==> config.mk <==
export PLATFORM = sky130hd
export DESIGN_NAME = serial_add_scheduler_flat
export DESIGN_NICKNAME = d
export VERILOG_FILES = /design/src/rtl/serial_add_scheduler_if.sv /design/src/rtl/serial_add_scheduler.sv /design/src/flat_wrapper.sv
export SDC_FILE = /design/constraint.sdc
export NUM_CORES = 1
export LEC_CHECK = 0
export BUFFER_PORTS_ARGS = -buffer_cell sky130_fd_sc_hd__buf_4
export CAP_MARGIN = 20
export CORE_MARGIN = 2
export CORE_UTILIZATION = 47
export CTS_BUF_LIST = sky130_fd_sc_hd__clkbuf_2
export DETAILED_ROUTE_END_ITERATION = 16
export GPL_TIMING_DRIVEN = 0
export PLACE_DENSITY = 0.79
export REMOVE_ABC_BUFFERS = 1
export SETUP_SLACK_MARGIN = 0.02
export SLEW_MARGIN = 20
export SYNTH_ARGS = -nofsm -noshare
export SYNTH_HDL_FRONTEND = slang
export SYNTH_SLANG_ARGS = --single-unit
==> constraint.sdc <==
create_clock -name clk -period 1.65 [get_ports clk]
set_input_delay 0.2475 -clock clk [delete_from_list [all_inputs] [get_ports clk]]
set_output_delay 0.2475 -clock clk [all_outputs]
set_load 0.05 [all_outputs]
==> src/rtl/serial_add_scheduler_if.sv <==
// serial_add_scheduler_if: request/response bundle between operand producers, the scheduler and the result consumer
//   req_valid/req_ready : per-requester handshake, req_ready one-hot
//   req_a/req_b         : packed operands, requester i at [i*WIDTH +: WIDTH]
//   resp_*              : result channel (valid/ready, id, sum, carry-out)
//   busy                : scheduler not idle
interface serial_add_scheduler_if #(
    parameter int NUM_REQ = 4,
    parameter int WIDTH   = 8
);
    logic [NUM_REQ-1:0]         req_valid;
    logic [NUM_REQ-1:0]         req_ready;
    logic [NUM_REQ*WIDTH-1:0]   req_a;
    logic [NUM_REQ*WIDTH-1:0]   req_b;
    logic                       resp_valid;
    logic                       resp_ready;
    logic [$clog2(NUM_REQ)-1:0] resp_id;
    logic [WIDTH-1:0]           resp_sum;
    logic                       resp_cout;
    logic                       busy;
    modport master (
        output req_valid, req_a, req_b, resp_ready,
        input  req_ready, resp_valid, resp_id, resp_sum, resp_cout, busy
    );
    modport slave (
        input  req_valid, req_a, req_b, resp_ready,
        output req_ready, resp_valid, resp_id, resp_sum, resp_cout, busy
    );
endinterface

==> src/rtl/serial_add_scheduler.sv <==
// serial_add_scheduler: round-robin sharing of one LSB-first bit-serial adder among NUM_REQ requesters
//   clk : clock, rising edge
//   rst : synchronous active-high reset
//   bus : serial_add_scheduler_if.slave (requests in, results out)
module serial_add_scheduler #(
    parameter int NUM_REQ = 4,
    parameter int WIDTH   = 8
) (
    input logic                  clk,
    input logic                  rst,
    serial_add_scheduler_if.slave bus
);
    localparam int IW = $clog2(NUM_REQ);
    localparam int CW = $clog2(WIDTH + 1);
    typedef enum logic [1:0] {IDLE, SHIFT, DONE} state_t;
    state_t           state_q;
    logic [IW-1:0]    ptr_q, id_q, gnt_idx;
    logic [WIDTH-1:0] a_q, b_q, s_q;
    logic [CW-1:0]    cnt_q;
    logic             c_q, cout_q, vld_q, gnt_vld, s_bit, c_nxt;
    // Scan from the highest offset down so the closest valid requester after ptr wins.
    always_comb begin
        gnt_vld = 1'b0;
        gnt_idx = '0;
        for (int k = NUM_REQ - 1; k >= 0; k--) begin
            if (bus.req_valid[(int'(ptr_q) + k) % NUM_REQ]) begin
                gnt_vld = 1'b1;
                gnt_idx = IW'((int'(ptr_q) + k) % NUM_REQ);
            end
        end
    end
    assign s_bit          = a_q[0] ^ b_q[0] ^ c_q;
    assign c_nxt          = (a_q[0] & b_q[0]) | (c_q & (a_q[0] ^ b_q[0]));
    assign bus.req_ready  = (state_q == IDLE && gnt_vld) ? NUM_REQ'(1) << gnt_idx : '0;
    assign bus.resp_valid = vld_q;
    assign bus.resp_id    = id_q;
    assign bus.resp_sum   = s_q;
    assign bus.resp_cout  = cout_q;
    assign bus.busy       = state_q != IDLE;
    always_ff @(posedge clk) begin
        if (rst) begin
            state_q <= IDLE;
            ptr_q   <= '0;
            id_q    <= '0;
            s_q     <= '0;
            cnt_q   <= '0;
            c_q     <= 1'b0;
            cout_q  <= 1'b0;
            vld_q   <= 1'b0;
        end else begin
            case (state_q)
                IDLE: if (gnt_vld) begin
                    a_q     <= bus.req_a[int'(gnt_idx)*WIDTH +: WIDTH];
                    b_q     <= bus.req_b[int'(gnt_idx)*WIDTH +: WIDTH];
                    c_q     <= 1'b0;
                    cnt_q   <= '0;
                    id_q    <= gnt_idx;
                    ptr_q   <= IW'((int'(gnt_idx) + 1) % NUM_REQ);
                    state_q <= SHIFT;
                end
                SHIFT: begin
                    a_q   <= a_q >> 1;
                    b_q   <= b_q >> 1;
                    c_q   <= c_nxt;
                    s_q   <= (s_q >> 1) | (WIDTH'(s_bit) << (WIDTH - 1));
                    cnt_q <= cnt_q + CW'(1);
                    if (cnt_q == CW'(WIDTH - 1)) begin
                        state_q <= DONE;
                        vld_q   <= 1'b1;
                        cout_q  <= c_nxt;
                    end
                end
                DONE: if (bus.resp_ready) begin
                    vld_q   <= 1'b0;
                    state_q <= IDLE;
                end
                default: state_q <= IDLE;
            endcase
        end
    end
endmodule

==> src/flat_wrapper.sv <==
// flat-port wrapper written by rule: the top's interface ports become plain ports
module serial_add_scheduler_flat 
#(
    parameter int NUM_REQ = 4,
    parameter int WIDTH   = 8
)
  (clk, rst, bus_req_valid, bus_req_a, bus_req_b, bus_resp_ready, bus_req_ready, bus_resp_valid, bus_resp_id, bus_resp_sum, bus_resp_cout, bus_busy);
  serial_add_scheduler_if #(.NUM_REQ(NUM_REQ), .WIDTH(WIDTH)) bus_i ();
  input logic clk;
  input logic rst;
  input wire logic [$bits(bus_i.req_valid)-1:0] bus_req_valid;
  input wire logic [$bits(bus_i.req_a)-1:0] bus_req_a;
  input wire logic [$bits(bus_i.req_b)-1:0] bus_req_b;
  input wire logic [$bits(bus_i.resp_ready)-1:0] bus_resp_ready;
  output wire logic [$bits(bus_i.req_ready)-1:0] bus_req_ready;
  output wire logic [$bits(bus_i.resp_valid)-1:0] bus_resp_valid;
  output wire logic [$bits(bus_i.resp_id)-1:0] bus_resp_id;
  output wire logic [$bits(bus_i.resp_sum)-1:0] bus_resp_sum;
  output wire logic [$bits(bus_i.resp_cout)-1:0] bus_resp_cout;
  output wire logic [$bits(bus_i.busy)-1:0] bus_busy;
  assign bus_i.req_valid = bus_req_valid;
  assign bus_i.req_a = bus_req_a;
  assign bus_i.req_b = bus_req_b;
  assign bus_i.resp_ready = bus_resp_ready;
  assign bus_req_ready = bus_i.req_ready;
  assign bus_resp_valid = bus_i.resp_valid;
  assign bus_resp_id = bus_i.resp_id;
  assign bus_resp_sum = bus_i.resp_sum;
  assign bus_resp_cout = bus_i.resp_cout;
  assign bus_busy = bus_i.busy;
  serial_add_scheduler #(.NUM_REQ(NUM_REQ), .WIDTH(WIDTH)) u_core (.clk(clk), .rst(rst), .bus(bus_i));
endmodule
== Yosys cells after proc, flatten, opt, wreduce, memory -nomap -nowiden ==
Cells that the tools add are included.

* Shifts and indexed selects: 3
* Eq/ne operators: 6
* Order comparisons: 4
* Reductions and logical operators: 14
* Muxes and demuxes: 35
* Add/subtract/negate cells: 5
* Bitwise operators: 10

{| class="wikitable"
|+ Operators with widths
! cell !! number
|-
| indexed part select 32 x 6 -> 8 bit || 2
|-
| one-hot mux 8 bit (2 select lines) || 2
|-
| two-way mux 8 bit || 2
|-
| two-way mux 1 bit || 14
|-
| two-way mux 2 bit || 7
|-
| less-than comparator 3 x 4 -> 1 bit (second input constant) || 3
|-
| AND reduction 3 bit || 3
|-
| binary-select mux 1 bit (select 2 bit) || 4
|-
| two-way mux 4 bit || 2
|-
| OR 7 x 8 -> 8 bit || 1
|-
| one-hot mux 4 bit (2 select lines) || 1
|-
| one-hot mux 2 bit (3 select lines) || 1
|-
| AND reduction 2 bit || 3
|-
| nonzero test 2 bit || 3
|-
| OR reduction 2 bit || 3
|-
| adder 2 x 1 -> 2 bit (second input constant) || 2
|-
| adder 2 bit (second input constant) || 2
|-
| adder 4 x 1 -> 4 bit (second input constant) || 1
|-
| equality test 4 x 3 -> 1 bit (second input constant) || 1
|-
| != test 2 x 1 -> 1 bit (second input constant) || 2
|-
| one-hot mux 1 bit (2 select lines) || 2
|-
| left shift 1 x 2 -> 4 bit (first input constant) || 1
|-
| AND 1 bit (first input constant) || 3
|-
| less-than comparator 2 x 3 -> 1 bit (second input constant) || 1
|-
| other kinds (9) || 11
|}

* Register bits: 37
* Logic and storage cells: 87
* Output and inout bits: 17

== Longest topological paths before layout ==
* Depth after elaboration: 13
* Gate-level depth with buffers: 7
* Mapped depth without buffers: 7

== Least setup slack after synthesis ==
OpenSTA, ideal clock, no wires.

* Path type: register to output
* Start point: reg u_core.ptr_q[1]
* End point: out bus_req_ready[1]
* Path buffers: 1
* Data required time: 1.402 ns
* Arrival time: 1.745 ns
* Slack: -0.342 ns
* Cell stages (with the launch flop): 7
* Cell sequence: dfxtp_1 nand2_1 a221o_2 nand2_8 buf_12 ha_1 and2_1

* Longest elaborated chain between the ends: 10
* Elaborated cells between the ends (all ways): 25

{| class="wikitable"
|+ RTL lines
! what !! line !! RTL
|-
| from (decl) || serial_add_scheduler.sv:17 || <nowiki>logic [IW-1:0] ptr_q, id_q, gnt_idx;</nowiki>
|-
| from (signal assigned) || serial_add_scheduler.sv:58 || <nowiki>ptr_q <= IW'((int'(gnt_idx) + 1) % NUM_REQ);</nowiki>
|-
| adder 2 bit || serial_add_scheduler.sv:26, serial_add_scheduler.sv:28 ||
|-
| binary-select mux 1 bit (select 2 bit) || serial_add_scheduler.sv:26 || <nowiki>if (bus.req_valid[(int'(ptr_q) + k) % NUM_REQ]) begin</nowiki>
|-
| two-way mux 1 bit (not written as such) (2 in series) || serial_add_scheduler.sv:26 ||
|-
| two-way mux 2 bit or two-way mux 1 bit (tied branches) (4 in series) || serial_add_scheduler.sv:26 ||
|-
| left shift 1 x 2 -> 4 bit or logical AND 1 bit (tied branches) || serial_add_scheduler.sv:34 || <nowiki>assign bus.req_ready = (state_q == IDLE && gnt_vld) ? NUM_REQ'(1) << gnt_idx : '0;</nowiki>
|-
| two-way mux 4 bit (*) || serial_add_scheduler.sv:34 ||
|-
| to (decl) || flat_wrapper.sv:15 || <nowiki>output wire logic [$bits(bus_i.req_ready)-1:0] bus_req_ready;</nowiki>
|}

Mark *: on every way between the ends. The rest lies on a longest branch, timed or not. The select of a mux whose other input is x is not followed.

== Worst setup path after layout ==
* Start point: reg u_core.ptr_q[1]
* End point: out bus_req_ready[0]

* Longest elaborated chain between the ends: 10
* Elaborated cells between the ends (all ways): 25

{| class="wikitable"
|+ RTL lines
! what !! line
|-
| adder 2 bit || serial_add_scheduler.sv:26
|-
| binary-select mux 1 bit (select 2 bit) || serial_add_scheduler.sv:26
|-
| two-way mux 1 bit (not written as such) (2 in series) || serial_add_scheduler.sv:26
|-
| two-way mux 2 bit (3 in series) || serial_add_scheduler.sv:26
|-
| two-way mux 2 bit (*) || serial_add_scheduler.sv:26
|-
| net u_core.gnt_idx[0] || serial_add_scheduler.sv:17
|-
| left shift 1 x 2 -> 4 bit (*) || serial_add_scheduler.sv:34
|-
| two-way mux 4 bit (*) || serial_add_scheduler.sv:34
|}

The timed path passes the listed nets; every way through them passes the cells marked *. The select of a mux whose other input is x is not followed.

==> run summary <==
unrepaired setup endpoints after global routing: true
Slew Limit Fails: 0
predominant post-synthesis flop cell: dfxtp_1
synthesized-area fraction occupied by and/or/nand/nor cells: 19.75%
Remaining DRCs: 0
clock network power share: 16.1%
Num CTS Buffers: 5
Congestion Overflow GR: 0
CTS max path bufs: 2
total wire length: 6973 um
Power, Total: 0.002765 W
Avg WL per Cell: 16.97 um
Sequential Power Share: 39.1%
leakage: 1.470 nW
Netlist Area Pre-Place: 0.002527 mm2
register bit total from synthesis: 37
Total Routing Usage GR: 23.44%
Pint: 0.001748 W
largest net degree at the start of global routing: 26
average footprint of a synthesized cell: 10.75 um2
final net count: 417
vias per cell: 5.426
die area: 0.005980 mm2
CP max-delay cell: dfxtp_4
ant diodes: 0
R2R Path Start: u_core.ptr_q[1]
DP Wirelength: 4125 um
first-pass GRT wire length: 11,080 um
Core Area: 0.005140 mm2
Slew @ Worst Pin: 0.5439 ns
Ports: 88
initial antenna violation count: 0
status: finished, violations left
fmax: 458.6 MHz
first-pass iteration count of the detailed router: 4
most frequent cell after synthesis: nor2_1
Placer Congestion: 0.7628
Switching Fraction: 36.78%
CP max FO: 5
Ys Warns: 0
switching pwr: 0.001017 W
Hold Crit Start: bus_resp_ready
Clk Latency, worst-skew pair: 0.41 ns
R2R depth: 10
failing checks: negative setup slack
Yosys cell types: 45
Post-Syn Instances: 235
# setup viols final: 20
Slew HR: 63.74%
Async SR Flop Fraction: 0%
post-route clock period utilization: 132.2%
post-synth top area cell: edfxtp_1
number of synthesized flops with an enable pin: 16
PD cells: 734.7 mW/mm2
worst setup margin: -0.5306 ns
pre-CTS WS: -1.087 ns
fill count: 378
Iteration-0 DRC Markers: 135
Row Count: 26
post-synthesis mux area share: 7.129%
Critical Path Source: u_core.ptr_q[1]
Comb pwr share: 44.8%
Crit. path cell count: 8
VDD IR-drop max: 0.0005256 V
CTS Sinks: 37
main combinational cell family by area after synthesis: compound AO/OA/AOI/OAI gates
die height: 77.33 um
Buf/Inv on CP: 3
Hold Crit Class: in -> reg
Area Growth Syn to Fin: 48.91%
starting density of the core: 49.17%
DRT antenna net count: 0
WP data required: 1.40 ns
TritonCTS clock tree: built
hold depth: 4
Compound-Gate Fraction of Synth Area: 28.07%
Worst Setup EP: bus_req_ready[0]
post-synth top area share: 19.01%
CP cell instances: mux2i_4 -> nor2_4 -> nor2_4 -> buf_12 -> inv_12 -> ha_4 -> and2_4 -> buf_8
Reg-to-Reg End: u_core.b_q[3]
Die Wd: 77.33 um
Tmin final: 2.181 ns
Final Util: 73.22%
top cells by area, synth: edfxtp_1 19%, dfxtp_1 17%, a2111oi_4 14%
setup skew after layout: 0.02722 ns
Reg2Reg Setup Slack: -0.53 ns
CP startpoint kind: flip-flop
Clock transition at path regs: 0.21 ns
vias in the first global route: 2,223
CP arrival: 1.93 ns
Seq/Total Area, Yosys: 35.64%
Synth top cells by count: 33 x nor2_1, 21 x dfxtp_1, 20 x nand2_1
Max-cap violations: 0
Final Hold Viols: 0
Crit path max-delay family: flip-flops
clk root buf: clkbuf_2
via count: 2,230
Critical Path Sink Type: output pin
I/O Buffers: 87
cell mode on critical path: nor2_4
Crit Path Category: reg -> out
Synth Area in XOR/XNOR: 0.3465%
CTS Hold Buffers Added: 0
H-tree lvl count: 2
Max stage delay on crit path: 0.46 ns
Post-Synth Adder-Cell Area: 3.267%
share of layout cells above drive strength 1: 54.55%
-- how the worst min path moves through the flow --
stage | slack (ns) | endpoint
final | 0.11 | u_core.bus.resp_valid
after global routing | 0.10 | u_core.state_q[1]
after CTS | 0.08 | u_core.bus.resp_valid
after detailed placement | 0.45 | u_core.bus.resp_sum[0]
after global placement | 0.45 | u_core.bus.resp_sum[0]
after floorplan | 0.32 | u_core.bus.resp_sum[0]
-- routing by layer --
layer	up-vias	GRT usage, %	routed length (um)	part of all wire [%]
li1	1084	-	-	-
met1	1064	29.08	2891	41
met2	72	41.22	3596	52
met3	10	5.116	379	5.4
met4	0	6.071	105	1.5
met5	-	0	0	0
-- logic make-up after synthesis --
group                      count (synthesis)
and+or+nand+nor                           94
AOI/OAI and AO/OA                         56
DFF                                       37
buffers and inverters                     23
muxes                                     18
adders and majority gates                  6
xor gates and xnor gates                   1
-- worst min-delay path: stages --
cell and delay, ns:
buf_4 0.08, nand2_1 0.06, nand2_1 0.06, a21oi_1 0.05
-- cell type report --
type	count	area [um2]	share of cell area, %
repair inverters	2	25.02	0.6649
inverters	7	50.05	1.330
clock inverters	3	22.52	0.5984
clock buffers	5	25.02	0.6649
repair buffers	112	1001	26.60
multi-input cells	175	1635	43.45
well taps	70	87.58	2.327
flip-flops and latches	37	917.1	24.37
-- sequential cells by signal, summed over array words and instances, names as in the netlist --
name,flops
u_core.ptr_q,2
u_core.c_q,1
u_core.bus.resp_valid,1
u_core.state_q,2
u_core.b_q,8
u_core.cnt_q,4
u_core.a_q,8
u_core.bus.resp_id,2
u_core.bus.resp_sum,8
u_core.bus.resp_cout,1
-- through the flow --
stage / instance area [um2] / TNS (ns) / hold WS (ns) / instances
after floorplan: 2412 / -46.16 / 0.3166 / 219
after global placement: 3153 / -76.90 / 0.4455 / 376
after detailed placement: 3191 / -22.98 / 0.4488 / 377
after CTS: 3674 / -5.776 / 0.08361 / 406
after global routing: 3764 / -10.19 / 0.1002 / 411
final: 3764 / -8.464 / 0.1128 / 411
-- what timing repair did --
action / CTS / global route
setup buffers: 19 / 5
cloned: 3 / 0
pin swaps: 23 / 7
setup endpoints to repair: 53 / 23
hold endpoints to repair: 0 / 0
gates resized for setup: 45 / 16
-- power groups by stage --
stage / clock network [W] / logic [W] / registers, W
6_report: 0.000446 / 0.00124 / 0.00108
5_1_grt: 0.000499 / 0.00132 / 0.00109
4_1_cts: 0.000448 / 0.00119 / 0.00108
3_5_place_dp: 0 / 0.000895 / 0.00110
3_3_place_gp: 0 / 0.000868 / 0.00109
2_1_floorplan: 0 / 0.000563 / 0.00112
-- placed cells by master (no fill, tap or decap), drive strengths merged, types with 2 or more instances in the layout --
master,instances
a2111oi,15
clkbuf,5
buf,112
nor3b,15
nor2b,4
a211oi,17
edfxtp,16
nand2,23
a21oi,11
inv,8
and3,2
clkinv,3
o21ai,5
dfxtp,21
mux2i,18
nor2,36
and2,4
nand3,2
a311oi,2
ha,5
or2,3
No activity file was read; power rests on OpenSTA's default activity.
